<file path="config.mk">
export PLATFORM = sky130hd
export DESIGN_NAME = logo_pos_ctrl_flat
export DESIGN_NICKNAME = d
export VERILOG_FILES = /design/src/rtl/logo_pkg.sv /design/src/rtl/logo_pos_ctrl_if.sv /design/src/rtl/button_debounce.sv /design/src/rtl/logo_pos_ctrl.sv /design/src/flat_wrapper.sv
export SDC_FILE = /design/constraint.sdc
export NUM_CORES = 1
export LEC_CHECK = 0
export ABC_CLOCK_PERIOD_IN_PS = 7730
export CORE_ASPECT_RATIO = 1.2
export CORE_MARGIN = 2
export CORE_UTILIZATION = 45
export CTS_BUF_LIST = sky130_fd_sc_hd__clkbuf_16
export DETAILED_ROUTE_END_ITERATION = 10
export PLACE_DENSITY = 0.67
export SYNTH_ARGS = -nofsm -noshare
export SYNTH_HDL_FRONTEND = slang
export SYNTH_SLANG_ARGS = --single-unit
export TNS_END_PERCENT = 5
</file>
<file path="constraint.sdc">
create_clock -name pclk -period 7.73 [get_ports pclk]
set_input_delay 1.546 -clock pclk [delete_from_list [all_inputs] [get_ports pclk]]
set_output_delay 1.546 -clock pclk [all_outputs]
set_load 0.02 [all_outputs]
</file>
<file path="src/rtl/logo_pkg.sv">
// Shared constants, types and coordinate arithmetic helpers for the logo position controller.
package logo_pkg;

  localparam int unsigned DEF_SCREEN_W = 640;
  localparam int unsigned DEF_SCREEN_H = 480;
  localparam int unsigned DEF_LOGO_W   = 120;
  localparam int unsigned DEF_LOGO_H   = 160;

  localparam int unsigned COORD_W = 10;
  localparam int unsigned CALC_W  = 11;
  localparam int unsigned STEP_W  = 4;

  localparam int unsigned BTN_N     = 4;
  localparam int unsigned BTN_UP    = 3;
  localparam int unsigned BTN_DOWN  = 2;
  localparam int unsigned BTN_LEFT  = 1;
  localparam int unsigned BTN_RIGHT = 0;

  typedef enum logic {ST_MANUAL, ST_AUTO} state_e;

  typedef struct packed {
    logic [COORD_W-1:0] x;
    logic [COORD_W-1:0] y;
  } pos_t;

  // Signed old +/- step; opposing inc/dec cancel out.
  function automatic logic signed [CALC_W-1:0] step_sum(input logic [COORD_W-1:0] old,
                                                        input logic inc, input logic dec,
                                                        input logic [STEP_W-1:0] step);
    logic signed [CALC_W-1:0] base;
    logic signed [CALC_W-1:0] delta;
    base  = signed'({1'b0, old});
    delta = signed'(CALC_W'(step));
    if (inc && !dec)      return base + delta;
    else if (dec && !inc) return base - delta;
    else                  return base;
  endfunction

  function automatic logic [COORD_W-1:0] clamp_coord(input logic signed [CALC_W-1:0] s,
                                                     input logic [COORD_W-1:0] max);
    if (s[CALC_W-1])                 return '0;
    else if (s[COORD_W-1:0] > max)   return max;
    else                             return s[COORD_W-1:0];
  endfunction

  function automatic logic at_high_edge(input logic signed [CALC_W-1:0] s,
                                        input logic [COORD_W-1:0] max);
    return !s[CALC_W-1] && (s[COORD_W-1:0] >= max);
  endfunction

  function automatic logic at_low_edge(input logic signed [CALC_W-1:0] s);
    return s[CALC_W-1] || (s == '0);
  endfunction

endpackage

</file>
<file path="src/rtl/logo_pos_ctrl_if.sv">
// Button, VGA counter and logo position signals between the board/timing side and the controller.
interface logo_pos_if;
  import logo_pkg::*;

  logic               up;
  logic               down;
  logic               left;
  logic               right;
  logic [COORD_W-1:0] h_cnt;
  logic [COORD_W-1:0] v_cnt;
  logic [COORD_W-1:0] logo_x;
  logic [COORD_W-1:0] logo_y;
  logic               pos_upd;
  logic [BTN_N-1:0]   btn_state;
  logic               auto_mode;

  modport master (
    output up, down, left, right, h_cnt, v_cnt,
    input  logo_x, logo_y, pos_upd, btn_state, auto_mode
  );

  modport slave (
    input  up, down, left, right, h_cnt, v_cnt,
    output logo_x, logo_y, pos_upd, btn_state, auto_mode
  );
endinterface

</file>
<file path="src/rtl/button_debounce.sv">
// Two-flop synchroniser plus stable-count debouncer for one raw push-button.
module button_debounce #(
  parameter int unsigned DB_CYCLES = 250000
) (
  input  logic pclk,
  input  logic rst,
  input  logic raw,
  output logic db
);
  localparam int unsigned CNT_W = $clog2(DB_CYCLES + 1);
  localparam logic [CNT_W-1:0] CNT_LAST = CNT_W'(DB_CYCLES - 1);

  logic             sync1;
  logic             sync2;
  logic [CNT_W-1:0] cnt;

  // Counter runs only while the synced level disagrees with the debounced one.
  always_ff @(posedge pclk) begin
    if (rst) begin
      sync1 <= 1'b0;
      sync2 <= 1'b0;
      cnt   <= '0;
      db    <= 1'b0;
    end else begin
      sync1 <= raw;
      sync2 <= sync1;
      if (sync2 == db) begin
        cnt <= '0;
      end else if (cnt == CNT_LAST) begin
        db  <= sync2;
        cnt <= '0;
      end else begin
        cnt <= cnt + CNT_W'(1);
      end
    end
  end
endmodule

</file>
<file path="src/rtl/logo_pos_ctrl.sv">
// Logo position controller: debounced buttons move the logo once per frame in vertical blanking.
// Optional bounce-on-idle mode is enabled with `define LOGO_AUTO_BOUNCE_EN.
module logo_pos_ctrl
  import logo_pkg::*;
#(
  parameter int unsigned SCREEN_W     = DEF_SCREEN_W,
  parameter int unsigned SCREEN_H     = DEF_SCREEN_H,
  parameter int unsigned LOGO_W       = DEF_LOGO_W,
  parameter int unsigned LOGO_H       = DEF_LOGO_H,
  parameter int unsigned X_INIT       = 260,
  parameter int unsigned Y_INIT       = 160,
  parameter int unsigned STEP         = 1,
  parameter int unsigned DB_CYCLES    = 250000,
  parameter int unsigned FRAME_DIV    = 1,
  parameter int unsigned VTICK_LINE   = 480,
  parameter int unsigned IDLE_UPDATES = 64
) (
  input  logic       pclk,
  input  logic       rst,
  logo_pos_if.slave  bus
);
  localparam logic [COORD_W-1:0] X_MAX    = COORD_W'(SCREEN_W - LOGO_W);
  localparam logic [COORD_W-1:0] Y_MAX    = COORD_W'(SCREEN_H - LOGO_H);
  localparam logic [COORD_W-1:0] VTICK_V  = COORD_W'(VTICK_LINE);
  localparam logic [STEP_W-1:0]  STEP_V   = STEP_W'(STEP);
  localparam logic [7:0]         DIV_LAST = 8'(FRAME_DIV - 1);

  logic [BTN_N-1:0] btn_raw;
  logic [BTN_N-1:0] btn_db;

  assign btn_raw[BTN_UP]    = bus.up;
  assign btn_raw[BTN_DOWN]  = bus.down;
  assign btn_raw[BTN_LEFT]  = bus.left;
  assign btn_raw[BTN_RIGHT] = bus.right;

  for (genvar i = 0; i < BTN_N; i++) begin : g_db
    button_debounce #(.DB_CYCLES(DB_CYCLES)) u_db (
      .pclk (pclk),
      .rst  (rst),
      .raw  (btn_raw[i]),
      .db   (btn_db[i])
    );
  end

  logic       tick_c;
  logic       upd_c;
  logic [7:0] div_q;

  assign tick_c = (bus.h_cnt == '0) && (bus.v_cnt == VTICK_V);
  assign upd_c  = tick_c && (div_q == DIV_LAST);

  state_e state_q, state_d;
  pos_t   pos_q, pos_d;
  logic   pos_upd_q, pos_upd_d;
  logic   auto_q;

  logic [COORD_W-1:0] man_x_c;
  logic [COORD_W-1:0] man_y_c;

  assign man_x_c = clamp_coord(step_sum(pos_q.x, btn_db[BTN_RIGHT], btn_db[BTN_LEFT], STEP_V), X_MAX);
  assign man_y_c = clamp_coord(step_sum(pos_q.y, btn_db[BTN_DOWN], btn_db[BTN_UP], STEP_V), Y_MAX);

`ifdef LOGO_AUTO_BOUNCE_EN
  localparam int unsigned IDLE_W = $clog2(IDLE_UPDATES + 1);
  localparam logic [IDLE_W-1:0] IDLE_LAST = IDLE_W'(IDLE_UPDATES - 1);

  logic              dir_x_q, dir_x_d;
  logic              dir_y_q, dir_y_d;
  logic [IDLE_W-1:0] idle_q, idle_d;

  logic signed [CALC_W-1:0] ax_sum_c;
  logic signed [CALC_W-1:0] ay_sum_c;
  logic                     flip_x_c;
  logic                     flip_y_c;

  // dir = 1 moves towards the far edge; reaching an edge reverses that axis.
  assign ax_sum_c = step_sum(pos_q.x, dir_x_q, !dir_x_q, STEP_V);
  assign ay_sum_c = step_sum(pos_q.y, dir_y_q, !dir_y_q, STEP_V);
  assign flip_x_c = dir_x_q ? at_high_edge(ax_sum_c, X_MAX) : at_low_edge(ax_sum_c);
  assign flip_y_c = dir_y_q ? at_high_edge(ay_sum_c, Y_MAX) : at_low_edge(ay_sum_c);
`endif

  always_ff @(posedge pclk) begin
    if (rst) begin
      state_q   <= ST_MANUAL;
      pos_q.x   <= COORD_W'(X_INIT);
      pos_q.y   <= COORD_W'(Y_INIT);
      pos_upd_q <= 1'b0;
      auto_q    <= 1'b0;
      div_q     <= '0;
`ifdef LOGO_AUTO_BOUNCE_EN
      dir_x_q   <= 1'b1;
      dir_y_q   <= 1'b1;
      idle_q    <= '0;
`endif
    end else begin
      state_q   <= state_d;
      pos_q     <= pos_d;
      pos_upd_q <= pos_upd_d;
      auto_q    <= (state_d == ST_AUTO);
      if (tick_c) begin
        div_q <= upd_c ? '0 : div_q + 8'd1;
      end
`ifdef LOGO_AUTO_BOUNCE_EN
      dir_x_q   <= dir_x_d;
      dir_y_q   <= dir_y_d;
      idle_q    <= idle_d;
`endif
    end
  end

  // Next state and position; everything moves only on the update cycle.
  always_comb begin
    state_d   = state_q;
    pos_d     = pos_q;
    pos_upd_d = 1'b0;
`ifdef LOGO_AUTO_BOUNCE_EN
    dir_x_d   = dir_x_q;
    dir_y_d   = dir_y_q;
    idle_d    = idle_q;
`endif
    if (upd_c) begin
      case (state_q)
        ST_MANUAL: begin
          pos_d.x = man_x_c;
          pos_d.y = man_y_c;
`ifdef LOGO_AUTO_BOUNCE_EN
          if (btn_db != '0) begin
            idle_d = '0;
          end else if (idle_q == IDLE_LAST) begin
            idle_d  = '0;
            state_d = ST_AUTO;
            dir_x_d = 1'b1;
            dir_y_d = 1'b1;
          end else begin
            idle_d = idle_q + IDLE_W'(1);
          end
`endif
        end
`ifdef LOGO_AUTO_BOUNCE_EN
        ST_AUTO: begin
          if (btn_db != '0) begin
            state_d = ST_MANUAL;
            idle_d  = '0;
            pos_d.x = man_x_c;
            pos_d.y = man_y_c;
          end else begin
            pos_d.x = clamp_coord(ax_sum_c, X_MAX);
            pos_d.y = clamp_coord(ay_sum_c, Y_MAX);
            if (flip_x_c) dir_x_d = !dir_x_q;
            if (flip_y_c) dir_y_d = !dir_y_q;
          end
        end
`endif
        default: begin
          state_d = ST_MANUAL;
        end
      endcase
      pos_upd_d = (pos_d != pos_q);
    end
  end

  assign bus.logo_x    = pos_q.x;
  assign bus.logo_y    = pos_q.y;
  assign bus.pos_upd   = pos_upd_q;
  assign bus.btn_state = btn_db;
  assign bus.auto_mode = auto_q;
endmodule

</file>
<file path="src/flat_wrapper.sv">
// flat-port wrapper written by rule: the top's interface ports become plain ports
module logo_pos_ctrl_flat import logo_pkg::*;
#(
  parameter int unsigned SCREEN_W     = DEF_SCREEN_W,
  parameter int unsigned SCREEN_H     = DEF_SCREEN_H,
  parameter int unsigned LOGO_W       = DEF_LOGO_W,
  parameter int unsigned LOGO_H       = DEF_LOGO_H,
  parameter int unsigned X_INIT       = 260,
  parameter int unsigned Y_INIT       = 160,
  parameter int unsigned STEP         = 1,
  parameter int unsigned DB_CYCLES    = 250000,
  parameter int unsigned FRAME_DIV    = 1,
  parameter int unsigned VTICK_LINE   = 480,
  parameter int unsigned IDLE_UPDATES = 64
)
  (pclk, rst, bus_up, bus_down, bus_left, bus_right, bus_h_cnt, bus_v_cnt, bus_logo_x, bus_logo_y, bus_pos_upd, bus_btn_state, bus_auto_mode);
  logo_pos_if bus_i ();
  input  logic pclk;
  input  logic rst;
  input wire logic [$bits(bus_i.up)-1:0] bus_up;
  input wire logic [$bits(bus_i.down)-1:0] bus_down;
  input wire logic [$bits(bus_i.left)-1:0] bus_left;
  input wire logic [$bits(bus_i.right)-1:0] bus_right;
  input wire logic [$bits(bus_i.h_cnt)-1:0] bus_h_cnt;
  input wire logic [$bits(bus_i.v_cnt)-1:0] bus_v_cnt;
  output wire logic [$bits(bus_i.logo_x)-1:0] bus_logo_x;
  output wire logic [$bits(bus_i.logo_y)-1:0] bus_logo_y;
  output wire logic [$bits(bus_i.pos_upd)-1:0] bus_pos_upd;
  output wire logic [$bits(bus_i.btn_state)-1:0] bus_btn_state;
  output wire logic [$bits(bus_i.auto_mode)-1:0] bus_auto_mode;
  assign bus_i.up = bus_up;
  assign bus_i.down = bus_down;
  assign bus_i.left = bus_left;
  assign bus_i.right = bus_right;
  assign bus_i.h_cnt = bus_h_cnt;
  assign bus_i.v_cnt = bus_v_cnt;
  assign bus_logo_x = bus_i.logo_x;
  assign bus_logo_y = bus_i.logo_y;
  assign bus_pos_upd = bus_i.pos_upd;
  assign bus_btn_state = bus_i.btn_state;
  assign bus_auto_mode = bus_i.auto_mode;
  logo_pos_ctrl #(.SCREEN_W(SCREEN_W), .SCREEN_H(SCREEN_H), .LOGO_W(LOGO_W), .LOGO_H(LOGO_H), .X_INIT(X_INIT), .Y_INIT(Y_INIT), .STEP(STEP), .DB_CYCLES(DB_CYCLES), .FRAME_DIV(FRAME_DIV), .VTICK_LINE(VTICK_LINE), .IDLE_UPDATES(IDLE_UPDATES)) u_core (.pclk(pclk), .rst(rst), .bus(bus_i));
endmodule
</file>
=== Word level (Yosys, flattened, before mapping) ===
Cells that the tools add are included.

* Reductions and logical operators: 21
* Bitwise logic cells: 5
* Equality and inequality tests: 10
* Add/sub/neg operators: 9
* Muxes and demuxes: 10
* Magnitude comparators: 2

{| class="wikitable"
|+ Operators with widths
! operator !! number
|-
| $add A18 B1 Y18 const B || 4
|-
| $eq A18 B18 Y1 const B || 4
|-
| $mux W11 || 4
|-
| $mux W10 || 4
|-
| $add A10 B1 Y11 const B || 2
|-
| $sub A10 B1 Y11 const B || 2
|-
| $mux W20 || 1
|-
| $ne A20 B20 Y1 || 1
|-
| $reduce_or A3 Y1 || 4
|-
| $eq A10 B9 Y1 const B || 1
|-
| $gt A10 B10 Y1 const B || 1
|-
| $gt A10 B9 Y1 const B || 1
|-
| $logic_not A10 Y1 || 1
|-
| $add A8 B1 Y8 const B || 1
|-
| $logic_not A8 Y1 || 1
|-
| $mux W8 || 1
|-
| $reduce_and A2 Y1 || 4
|-
| $logic_and A1 B1 Y1 || 6
|-
| $not A1 Y1 || 5
|-
| $eq A1 B1 Y1 || 4
|-
| $logic_not A1 Y1 || 4
|-
| $reduce_or A2 Y1 || 1
|}

* Bits in registers: 113
* Word-level logic and storage cells: 77
* Output and inout port bits: 26
* Input port bits: 26

=== Longest topological paths before layout ===
* Depth in word-level cells: 9
* Gate-level depth with buffers: 10
* Mapped depth without buffers: 10

=== Hierarchy ===
From an unflattened synthesis, not the netlist that was laid out.

* Cells, all modules: 755
* Area total of the unflattened synthesis: 6,381.1 sq um

{| class="wikitable"
|+ By module, submodules not included
! module !! area each (sq um) !! sequential area each (sq um) !! instances !! cells each
|-
| button_debounce || 914.6 || 420.4 || 4 || 104
|-
| logo_pos_ctrl || 2,722.6 || 580.6 || 1 || 339
|}

=== Worst setup path after synthesis ===
OpenSTA, ideal clock, no wires.

* Path type: input -> register
* From: input bus_h_cnt[6]
* To: register u_core.pos_q (netlist bit u_core.bus.logo_y[0])
* Arrival: 3.414 ns
* Slack: 4.246 ns
* Path buffers: 1
* Library setup time: 0.071 ns
* Stages on the path: 8
* Path through: nor4b_1 > nand2_1 > nor3_1 > nand3_1 > clkbuf_1 > nor3_1 > nand3_1 > a21oi_1

* Cells in the longest elaborated chain, start to end: 3

{| class="wikitable"
|+ RTL lines
! element !! line !! RTL
|-
| start, declared || flat_wrapper.sv:24 || <nowiki>input wire logic [$bits(bus_i.h_cnt)-1:0] bus_h_cnt;</nowiki>
|-
| $logic_not A10 Y1 || logo_pos_ctrl.sv:49 || <nowiki>assign tick_c = (bus.h_cnt == '0) && (bus.v_cnt == VTICK_V);</nowiki>
|-
| $logic_and A1 B1 Y1 || logo_pos_ctrl.sv:49 ||
|-
| $logic_and A1 B1 Y1 || logo_pos_ctrl.sv:50 || <nowiki>assign upd_c = tick_c && (div_q == DIV_LAST);</nowiki>
|-
| end signal, assigned || logo_pos_ctrl.sv:98 || <nowiki>pos_q <= pos_d;</nowiki>
|-
| end, declared || logo_pos_ctrl.sv:53 || <nowiki>pos_t pos_q, pos_d;</nowiki>
|}

No other way between the ends.
A chain may end at the register's enable or synchronous reset.

=== Final worst setup path ===
* From: input bus_h_cnt[6]
* To: register u_core.pos_q (netlist bit u_core.bus.logo_x[0])

The elaborated chain is that of the path after synthesis.

==> insert_results.sql <==
INSERT INTO impl_metrics (metric_group, metric, value, unit) VALUES
('run_status', 'result_of_the_run', 'finished clean', ''),
('sta', 'fin_crit', '4470', 'ps'),
('die', 'dieArea', '14000', 'um^2'),
('global_routing', 'grt_max_degree', '34', ''),
('logic_synthesis', 'netlist_area', '5880', 'um^2'),
('sta', 'setup_total_negative_slack', '0', 'ps'),
('logic_synthesis', 'mappedNetlistNets', '730', ''),
('logic_synthesis', 'synth-seq-cells', '113', ''),
('sta', 'slew_violations', '0', ''),
('place', 'place_area', '6410', 'um^2'),
('route', 'drtIter0Drc', '235', ''),
('route', 'antenna_violating_nets_post_route', '0', ''),
('power_and_ir_drop', 'sequentialPowerShare', '42.8', '%'),
('place', 'place.detailed.hpwl', '8970', 'um'),
('logic_synthesis', 'synthesis.instances', '694', ''),
('power_and_ir_drop', 'power.combinational.fraction', '1.8', '%'),
('route', 'viasPerCell', '5.52', ''),
('sta', 'worst_pin_slew', '793', 'ps'),
('logic_synthesis', 'top_cells_by_area_synth', 'dfxtp_1 (38%), nor2_1 (7.2%), xnor2_1 (6.4%)', ''),
('logic_synthesis', 'synth-main-ff-cell', 'dfxtp_1', ''),
('critical_path', 'setup.worst_path.start_class', 'input port', ''),
('logic_synthesis', 'post-synth-top-area-cell', 'dfxtp_1', ''),
('place', 'dpl_worst_slack', '2850', 'ps'),
('route', 'totalWireLength', '12800', 'um'),
('die', 'dieHeight', '129', 'um'),
('place', 'globalplace.congestion', '0.867', ''),
('route', 'met2WireLength', '6300', 'um'),
('power_and_ir_drop', 'cellLeakagePower', '0.00233', 'uW'),
('logic_synthesis', 'synth_top_area_share', '38.5', '%'),
('route', 'wl_per_cell', '14.1', 'um'),
('clock_tree', 'h-tree-depth', '4', ''),
('power_and_ir_drop', 'internal-power', '1100', 'uW'),
('sta', 'layout_worst_path_cycle_share', '57.8', '%'),
('global_routing', 'globalRouteTotalUtil', '19.4', '%'),
('final_layout', 'antennaDiodeCount', '0', ''),
('clock_tree', 'clock_path_buffers', '2', ''),
('logic_synthesis', 'synth_edf_count', '0', ''),
('sta', 'hold_viol', '0', ''),
('critical_path', 'worst_ep_required_time', '8080', 'ps'),
('sta', 'skew', '9.77', 'ps'),
('power_and_ir_drop', 'power', '1370', 'uW'),
('route', 'wl_met3', '631', 'um'),
('logic_synthesis', 'synth-async-reset-ratio', '0', '%'),
('clock_tree', 'cts_buffers', '17', ''),
('clock_tree', 'cts_setup_buffers', '0', ''),
('logic_synthesis', 'yosysWarnings', '0', ''),
('global_routing', 'initial_antenna_violation_count', '0', ''),
('power_and_ir_drop', 'switching_fraction', '20.1', '%'),
('clock_tree', 'cts.reportedPaths.clkPinSlew', '60', 'ps'),
('final_layout', 'num-nets-final', '765', ''),
('hold_path', 'min_delay_worst_type', 'reg2reg', ''),
('die', 'initial_core_util', '46.2', '%'),
('die', 'num_rows', '45', ''),
('sta', 'worst_rel_slew_slack', '47.0', '%'),
('final_layout', 'final_cell_area', '6990', 'um^2'),
('power_and_ir_drop', 'power_density', '196', 'nW/um^2'),
('logic_synthesis', 'post_synth_num_cell_types', '78', ''),
('route', 'routed-via-count', '5005', ''),
('global_routing', 'first_pass_grt_wire_length', '21800', 'um'),
('sta', 'setup_viol', '0', ''),
('place', 'placement.io_buffers', '50', ''),
('clock_tree', 'cts_tree', 'done', ''),
('sta', 'fmax', '224', 'MHz'),
('clock_tree', 'tritoncts_num_sinks', '113', ''),
('route', 'detail_route.wirelength.met1', '5570', 'um'),
('power_and_ir_drop', 'power.share.clock', '55.4', '%'),
('final_layout', 'area_delta_synth_final', '18.9', '%'),
('power_and_ir_drop', 'switching_power_total', '276', 'uW'),
('route', 'drt-pass1-iter-count', '5', ''),
('sta', 'post-route-worst-setup-slack', '3260', 'ps'),
('sta', 'unrepaired_setup_endpoints_after_global_routing', 'false', '');
==> critical path: stages <==
cell	delay, ps
clkdlybuf4s50_1	400
nor4b_1	300
nand2_1	80
nor3_1	610
nand3_1	760
nor2_1	440
nand3_2	220
or3_1	380
o21ai_1	70
==> cells in the final DEF, fill, tap and decap left out, types with 7 or more instances in the layout <==
cell,Yosys,routed
xor2_1,41,41
inv_1,18,20
and3_1,20,20
a21oi_1,19,19
nor4_1,12,12
nor3_1,24,24
nand2_1,48,48
xnor2_1,43,43
dfxtp_1,113,113
nand3_1,35,35
nand3b_1,9,9
o21ai_0,16,16
nor2_1,113,113
nand4_1,16,16
ha_1,10,10
nor2b_1,9,9
clkbuf_16,0,17
or3_1,13,13
mux2i_1,7,7
clkdlybuf4s50_1,0,50
==> Yosys cell counts (all sizes together), types with 4 or more instances <==
library cell  count
xor2             42
nor3             24
nand3            36
inv              18
clkbuf           17
o21ai            17
nor2            115
a21o              5
or2               5
o22ai             6
buf              18
xnor2            46
mux2i             7
nor4             14
nand2            48
nand2b            6
ha               10
nor4b             4
and3             20
nand4            16
nor2b             9
a21oi            19
or3              13
dfxtp           113
nand3b            9
a41oi             6
==> final cells by class <==
type	count	area (um^2)
Clock inverter	15	151
Tap cell	164	205
Inverter	18	67.6
Timing Repair Buffer	51	508
Fill cell	1194	5740
Multi-Input combinational cell	528	3370
Clock buffer	17	425
Sequential cell	113	2260
==> power by group through the flow <==
| stage | registers (uW) | logic (uW) | clock network, uW |
|---|---|---|---|
| floorplan | 599 | 10.6 | 0 |
| global placement | 599 | 25.1 | 0 |
| detailed placement | 599 | 25.6 | 0 |
| CTS | 587 | 25.6 | 774 |
| global route | 587 | 27.9 | 805 |
| finish | 587 | 25.2 | 761 |
==> final timing paths <==
| kind | from | end | slack [ps] | depth (start not counted) |
|---|---|---|---|---|
| setup / recovery | bus_h_cnt[6] | u_core.bus.logo_x[0] | 3260 | 9 |
| hold / removal | u_core.g_db[2].u_db.sync1 | u_core.g_db[2].u_db.sync2 | 430 | 1 |
| setup reg to reg | u_core.bus.logo_y[0] | u_core.bus.logo_y[3] | 4630 | 9 |
| hold reg to reg | u_core.g_db[2].u_db.sync1 | u_core.g_db[2].u_db.sync2 | 430 | 1 |
==> per-stage QoR <==
stage                     utilization [%]  hold slack [ps]  instances
after detailed placement             50.4              429        874
final                                54.9              432        906
after global routing                 54.9              448        906
after global placement               50.4              417        874
after floorplan                         -              414        694
after CTS                            54.9              438        906
==> layer usage <==
layer	track usage [%]	vias up
met1	23.1	2343
met5	0	-
met3	5.08	25
met4	8.97	0
li1	-	2497
met2	32.7	140
==> registers in the layout, summed over array words and instances (netlist names) <==
name and cells:
u_core.g_db.u_db.cnt 72, u_core.bus.logo_x 10, u_core.bus.logo_y 10, u_core.div_q 8, u_core.g_db.u_db.db 4, u_core.g_db.u_db.sync1 4
u_core.g_db.u_db.sync2 4, u_core.bus.pos_upd 1
==> cells by family (layout without fill, tap and decap cells) <==
group / Yosys count / count (layout) / share of synthesized area (%)
mux: 8 / 8 / 1.45
xor+xnor: 88 / 88 / 13.6
other cells: 1 / 1 / 0.0638
compound gates: 82 / 82 / 10.5
flops: 113 / 113 / 38.5
simple gates: 339 / 339 / 29.6
fa+ha+maj: 10 / 10 / 2.13
buf+inv: 53 / 101 / 4.19
Note: power is estimated with default switching activity, not from simulation.
